### src/rtl/cpu_trace_pkg.sv
// cpu_trace_pkg: shared state encoding, ctrl bit positions and entry width for the CPU trace buffer
// Build option: TRACE_TIMESTAMP_EN appends a TS_W timestamp to each entry.
package cpu_trace_pkg;
    typedef enum logic [1:0] {
        IDLE    = 2'd0,
        ARMED   = 2'd1,
        CAPTURE = 2'd2,
        DONE    = 2'd3
    } trace_state_t;

    localparam int ALU_EN_BIT    = 7;
    localparam int ALU_OP_MSB    = 6;
    localparam int ALU_OP_LSB    = 4;
    localparam int MEM_READ_BIT  = 3;
    localparam int MEM_WRITE_BIT = 2;
    localparam int ACC_WRITE_BIT = 1;
    localparam int USE_IMMED_BIT = 0;

    // Entry is {pc, instr, acc, ctrl[, ts]} with pc in the MSBs.
    function automatic int entry_width(input int pc_w, input int instr_w, input int data_w,
                                       input int ctrl_w, input int ts_w);
`ifdef TRACE_TIMESTAMP_EN
        return pc_w + instr_w + data_w + ctrl_w + ts_w;
`else
        return pc_w + instr_w + data_w + ctrl_w + 0 * ts_w;
`endif
    endfunction

    // LSB position of the pc field inside an entry.
    function automatic int pc_offset(input int entry_w, input int pc_w);
        return entry_w - pc_w;
    endfunction
endpackage

### src/rtl/cpu_trace_buffer_ram.sv
// trace_ram: DEPTH x WIDTH simple dual-port storage, synchronous write, registered read
// Ports: clk; we/waddr/wdata write port; raddr in, rdata registered out.
module trace_ram #(
    parameter int DEPTH = 16,
    parameter int WIDTH = 32,
    localparam int AW = $clog2(DEPTH)
) (
    input  logic             clk,
    input  logic             we,
    input  logic [AW-1:0]    waddr,
    input  logic [WIDTH-1:0] wdata,
    input  logic [AW-1:0]    raddr,
    output logic [WIDTH-1:0] rdata
);
    logic [WIDTH-1:0] mem [DEPTH];
    always_ff @(posedge clk) begin
        if (we) mem[waddr] <= wdata;
        rdata <= mem[raddr];
    end
endmodule

### src/rtl/cpu_trace_buffer.sv
// cpu_trace_buffer: PC-triggered ring-buffer capture of CPU state with valid/ready oldest-first readout
// Ports: clk, reset (sync, active-low); arm/trig_en/trig_pc/post_count control;
//        cap_valid/cap_pc/cap_instr/cap_acc/cap_ctrl sample tap;
//        rd_valid/rd_ready/rd_data/rd_last read port; state, count, overflow status.
// Build option: TRACE_TIMESTAMP_EN adds a free-running timestamp in the entry LSBs.
module cpu_trace_buffer
    import cpu_trace_pkg::*;
#(
    parameter int PC_W    = 8,
    parameter int INSTR_W = 8,
    parameter int DATA_W  = 8,
    parameter int CTRL_W  = 8,
    parameter int DEPTH   = 16,
    parameter int TS_W    = 16,
    localparam int PTR_W   = $clog2(DEPTH),
    localparam int ENTRY_W = entry_width(PC_W, INSTR_W, DATA_W, CTRL_W, TS_W)
) (
    input  logic               clk,
    input  logic               reset,
    input  logic               arm,
    input  logic               trig_en,
    input  logic [PC_W-1:0]    trig_pc,
    input  logic [PTR_W-1:0]   post_count,
    input  logic               cap_valid,
    input  logic [PC_W-1:0]    cap_pc,
    input  logic [INSTR_W-1:0] cap_instr,
    input  logic [DATA_W-1:0]  cap_acc,
    input  logic [CTRL_W-1:0]  cap_ctrl,
    output logic               rd_valid,
    input  logic               rd_ready,
    output logic [ENTRY_W-1:0] rd_data,
    output logic               rd_last,
    output logic [1:0]         state,
    output logic [PTR_W:0]     count,
    output logic               overflow
);
    trace_state_t cur, nxt;
    logic [PTR_W-1:0] wr_ptr, rd_ptr, raddr, post_cnt, post_lat;
    logic [PC_W-1:0] trig_pc_lat;
    logic trig_en_lat, we, pop, hit, full, last;
    logic [ENTRY_W-1:0] wdata, rdata;

    assign hit   = cap_valid && (!trig_en_lat || cap_pc == trig_pc_lat);
    assign full  = count == (PTR_W+1)'(DEPTH);
    assign last  = count == (PTR_W+1)'(1);
    assign state = cur;

    always_ff @(posedge clk) begin
        cur <= !reset ? IDLE : nxt;
    end

    always_comb begin
        nxt = cur;
        if (arm) nxt = ARMED;
        else begin
            case (cur)
                ARMED:   if (hit) nxt = post_lat == '0 ? DONE : CAPTURE;
                CAPTURE: if (cap_valid && post_cnt == PTR_W'(1)) nxt = DONE;
                DONE:    if (pop && last) nxt = IDLE;
                default: nxt = cur;
            endcase
        end
    end

    // Reading ahead on a pop keeps back-to-back pops at one entry per cycle.
    always_comb begin
        we    = !arm && cap_valid && (cur == ARMED || cur == CAPTURE);
        pop   = !arm && cur == DONE && rd_valid && rd_ready;
        raddr = pop ? rd_ptr + PTR_W'(1) : rd_ptr;
    end

    always_ff @(posedge clk) begin
        if (!reset) begin
            wr_ptr      <= '0;
            rd_ptr      <= '0;
            count       <= '0;
            overflow    <= 1'b0;
            rd_valid    <= 1'b0;
            post_cnt    <= '0;
            post_lat    <= '0;
            trig_en_lat <= 1'b0;
            trig_pc_lat <= '0;
        end else if (arm) begin
            wr_ptr      <= '0;
            rd_ptr      <= '0;
            count       <= '0;
            overflow    <= 1'b0;
            rd_valid    <= 1'b0;
            post_lat    <= post_count;
            trig_en_lat <= trig_en;
            trig_pc_lat <= trig_pc;
        end else begin
            if (we) begin
                wr_ptr <= wr_ptr + PTR_W'(1);
                if (full) begin
                    rd_ptr   <= rd_ptr + PTR_W'(1);
                    overflow <= 1'b1;
                end else count <= count + (PTR_W+1)'(1);
            end
            if (cur == ARMED && hit) post_cnt <= post_lat;
            else if (cur == CAPTURE && we) post_cnt <= post_cnt - PTR_W'(1);
            if (pop) begin
                rd_ptr <= rd_ptr + PTR_W'(1);
                count  <= count - (PTR_W+1)'(1);
            end
            rd_valid <= cur == DONE && (pop ? !last : count != '0);
        end
    end

`ifdef TRACE_TIMESTAMP_EN
    logic [TS_W-1:0] ts;
    always_ff @(posedge clk) begin
        ts <= (!reset || arm) ? '0 : ts + TS_W'(1);
    end
    assign wdata = {cap_pc, cap_instr, cap_acc, cap_ctrl, ts};
`else
    assign wdata = {cap_pc, cap_instr, cap_acc, cap_ctrl};
`endif

    assign rd_data = rd_valid ? rdata : '0;
    assign rd_last = rd_valid && last;

    trace_ram #(.DEPTH(DEPTH), .WIDTH(ENTRY_W)) u_ram (
        .clk   (clk),
        .we    (we),
        .waddr (wr_ptr),
        .wdata (wdata),
        .raddr (raddr),
        .rdata (rdata)
    );
endmodule

### config.mk
export PLATFORM = sky130hd
export DESIGN_NAME = cpu_trace_buffer
export DESIGN_NICKNAME = d
export VERILOG_FILES = /design/src/rtl/cpu_trace_pkg.sv /design/src/rtl/cpu_trace_buffer_ram.sv /design/src/rtl/cpu_trace_buffer.sv
export SDC_FILE = /design/constraint.sdc
export NUM_CORES = 1
export LEC_CHECK = 0
export BUFFER_PORTS_ARGS = -buffer_cell sky130_fd_sc_hd__buf_4
export CORE_ASPECT_RATIO = 1.75
export CORE_MARGIN = 5
export CORE_UTILIZATION = 45
export CTS_CLUSTER_SIZE = 25
export DETAILED_ROUTE_END_ITERATION = 8
export PLACE_DENSITY = 0.73
export SYNTH_ARGS = -nofsm -noshare
export SYNTH_HDL_FRONTEND = slang
export SYNTH_SLANG_ARGS = --single-unit
### constraint.sdc
create_clock -name clk -period 3.8 [get_ports clk]
set_input_delay 0.57 -clock clk [delete_from_list [all_inputs] [get_ports clk]]
set_output_delay 0.57 -clock clk [all_outputs]
set_load 0.01 [all_outputs]
==> results.sh <==
export IMPL_setup_worst_path_class="reg -> reg"
export IMPL_postCtsSetupBuffers=0
export IMPL_avgViaCountPerCell=6.39
export IMPL_min_path_cells=3
export IMPL_routed_wl_mm=74.5
export IMPL_cp_depth=6
export IMPL_die_w_um=196
export IMPL_synth_edf_count=512
export IMPL_p_clk_share_pct=41.3
export IMPL_grt_usage_pct=22.1
export IMPL_power_density_nw_per_um2=406
export IMPL_htree_levels=2
export IMPL_fp_coreArea_sq_um=60000
export IMPL_maxSlewViolCount=0
export IMPL_path_clk_slew_ns=0.07
export IMPL_ir_drop_v=0.000271
export IMPL_clockBufferDepth=3
export IMPL_cts_made_buffers=49
export IMPL_hp_start="trig_pc[1]"
export IMPL_yosysSeqAreaShare_pct=61.4
export IMPL_r2r_slack_ns=0.85
export IMPL_avgSynthCellArea_sq_um=14.7
export IMPL_route_detailed_drc=0
export IMPL_hold_violations=0
export IMPL_intPower_uw=9940
export IMPL_antenna_found_initial=5
export IMPL_area_growth_pct=12.7
export IMPL_synth_ff_type="edfxtp_1"
export IMPL_first_iter_violations=1976
export IMPL_required_ns=4.07
export IMPL_r2r_start="state[0]"
export IMPL_grt_pass1_wl_mm=111
export IMPL_hold_path_endpoint="trig_pc_lat[1]"
export IMPL_slew_limit_headroom_pct=36.5
export IMPL_crit_chain="inv_1 -> ha_1 -> nor3b_2 -> nand2_1 -> nor3_4 -> buf_12"
export IMPL_cts_sinks=578
export IMPL_dp_slack_ns=0.827
export IMPL_post_cts_resized=0
export IMPL_cpPeakStageDelay_ns=0.64
export IMPL_ys_ff_latch=578
export IMPL_cp_top_family="simple AND/OR/NAND/NOR gates"
export IMPL_p_seq_share_pct=56.2
export IMPL_fp_row_count=119
export IMPL_worst_slack_ns=0.845
export IMPL_rsz0062_at_grt="false"
export IMPL_wl_per_cell_um=27.3
export IMPL_grt_pass1_vias=18410
export IMPL_status="completed"
export IMPL_finalCritPeriodShare_pct=77.8
export IMPL_initial_utilization_pct=45.3
export IMPL_reg2reg_depth=6
export IMPL_hold_buffers=0
export IMPL_synth_distinct_cells=73
export IMPL_synthCells=1849
export IMPL_worst_slew_pin_slew_ns=0.952
export IMPL_synthArstFlopShare_pct=0
export IMPL_min_period_ns=2.95
export IMPL_cts_tree="built"
export IMPL_overflow=0
export IMPL_setup_tns_ns=0
export IMPL_grt_start_max_net_pins=85
export IMPL_power_leakage_uw=0.00932
export IMPL_syn_num_nets=1913
export IMPL_reg2reg_to="u_ram.mem[2][20]"
export IMPL_first_pass_iters=9
export IMPL_ctsRootBufferMaster="clkbuf_16"
export IMPL_critPathSlowestCell="nor3_4"
export IMPL_fin_nets=1963
export IMPL_design_die_area_sq_um=65600
export IMPL_drv_cap=0
export IMPL_globalplace_congestion=0.846
export IMPL_synthesis_area_sq_um=27200
export IMPL_setup_violations=0
export IMPL_power_frac_comb_pct=2.5
export IMPL_fmax_mhz=338
export IMPL_final_antenna_net_count=0
export IMPL_switching_share_pct=20.1
export IMPL_endpoint_kind="flop"
export IMPL_yosys_warnings=0
export IMPL_clkLatencyLatePin_ns=0.60
export IMPL_fin_skew_ns=0.0246
export IMPL_crit_arrival_ns=3.23
export IMPL_dp_hpwl_mm=46.0
export IMPL_drive_above_1_share_pct=17.2
export IMPL_critPathBufInv=2
export IMPL_io_pins=92
export IMPL_holdCritPathClass="in -> reg"
export IMPL_cp_start_kind="flop"
export IMPL_dieHeight_um=335
export IMPL_crit_fanout=25
export IMPL_p_sw_uw=2500
export IMPL_portBuffers=91
export IMPL_vias=17458
export IMPL_hold_ws_ns=0.222
[worst reg2reg max path, stage by stage (launching register included)]
cell,delay (ns)
dfxtp_1,0.38
inv_1,0.10
ha_1,0.35
nor3b_2,0.48
nand2_1,0.38
nor3_4,0.64
buf_12,0.31
[state kept, by name, summed over array words and instances (netlist names), 4 cells and up]
signal       flops
u_ram.mem      512
u_ram.rdata     32
count            5
trig_pc_lat      8
wr_ptr           4
post_lat         4
rd_ptr           4
post_cnt         4
[kinds of logic (layout without fill, tap and decap cells)]
family / Yosys count / after routing / synth area share, %
flops: 578 / 578 / 61.4
mux: 410 / 410 / 18.3
simple gates: 337 / 337 / 6.01
compound gates: 324 / 324 / 9.80
buf+inv: 167 / 257 / 3.17
xor+xnor: 19 / 19 / 0.612
fa+ha+maj: 14 / 14 / 0.645
other cells: 0 / 5 / 0
[power by group through the flow]
| stage | Combinational, uW | Sequential, uW | Clock [uW] |
|---|---|---|---|
| 3_3_place_gp | 294 | 7130 | 0 |
| 3_5_place_dp | 309 | 7130 | 0 |
| 5_1_grt | 340 | 6990 | 5450 |
| 2_1_floorplan | 133 | 7120 | 0 |
| 4_1_cts | 311 | 6990 | 5200 |
| 6_report | 310 | 6990 | 5130 |
[how the worst max path moves through the flow]
stage | slack, ns | startpoint | end
final | 0.85 | state[0] | u_ram.mem[2][20]
after global routing | 0.57 | state[0] | u_ram.mem[2][4]
after CTS | 0.87 | state[0] | u_ram.mem[2][2]
after detailed placement | 0.83 | arm | u_ram.mem[2][14]
after global placement | 0.86 | arm | u_ram.mem[2][9]
after floorplan | 0.57 | state[0] | u_ram.mem[7][0]
[synth_stat cells (28+ instances only)]
| cell | n | area share, % |
|---|---|---|
| a222oi_1 | 36 | 1.3 |
| buf_2 | 58 | 1.1 |
| mux2i_1 | 340 | 13 |
| a21oi_1 | 28 | 0.52 |
| dfxtp_1 | 66 | 4.9 |
| a211oi_1 | 49 | 1.4 |
| and2_1 | 35 | 0.81 |
| edfxtp_1 | 512 | 57 |
| clkbuf_1 | 61 | 0.84 |
| nor2_1 | 70 | 0.97 |
| mux4_2 | 70 | 5.8 |
| nand2_1 | 124 | 1.7 |
| a221oi_1 | 54 | 1.7 |
[placed cells by master, fill, tap and decap left out, drive strengths merged, types with 9 or more instances in the layout]
| master | synthesis | routed |
|---|---|---|
| clkinv | 1 | 20 |
| mux4 | 70 | 70 |
| a32oi | 18 | 18 |
| nand2 | 124 | 124 |
| a211oi | 51 | 51 |
| a21oi | 29 | 29 |
| clkbuf | 61 | 66 |
| nor3 | 16 | 16 |
| inv | 13 | 15 |
| nand2b | 11 | 11 |
| edfxtp | 512 | 512 |
| mux2i | 340 | 340 |
| xor2 | 12 | 12 |
| o21ai | 9 | 9 |
| a221oi | 54 | 54 |
| a222oi | 36 | 36 |
| dfxtp | 66 | 66 |
| a221o | 11 | 11 |
| buf | 92 | 152 |
| o211ai | 21 | 21 |
| and2 | 35 | 35 |
| nand3 | 27 | 27 |
| a22oi | 22 | 22 |
| ha | 14 | 14 |
| a311oi | 9 | 9 |
| nor2 | 71 | 71 |
| o211a | 18 | 18 |
| nor2b | 13 | 13 |
[routing by layer]
layer	global-route usage (%)	routed length, um
met1	24.1	25800
met5	0	20
met4	12.5	4180
met3	3.08	4340
met2	41.0	40100
[through the flow]
stage	cell area [sq um]	util (%)	power, uW	instances
finish	30600	51.0	12400	2730
global route	30600	51.0	12800	2729
CTS	30600	51.0	12500	2725
detailed placement	29000	48.3	7440	2634
global placement	29000	48.3	7420	2634
floorplan	27200	-	7250	1849
[area by class of cell]
type | instances | area [sq um]
inverters | 14 | 55.1
clock buffers | 66 | 1400
fillers | 4796 | 29400
repair buffers | 152 | 1430
diodes | 5 | 12.5
clock inverters | 25 | 240
multi-input cells | 1104 | 9800
flip-flops and latches | 578 | 16700
well taps | 786 | 983
(Power assumes the default switching activity.)
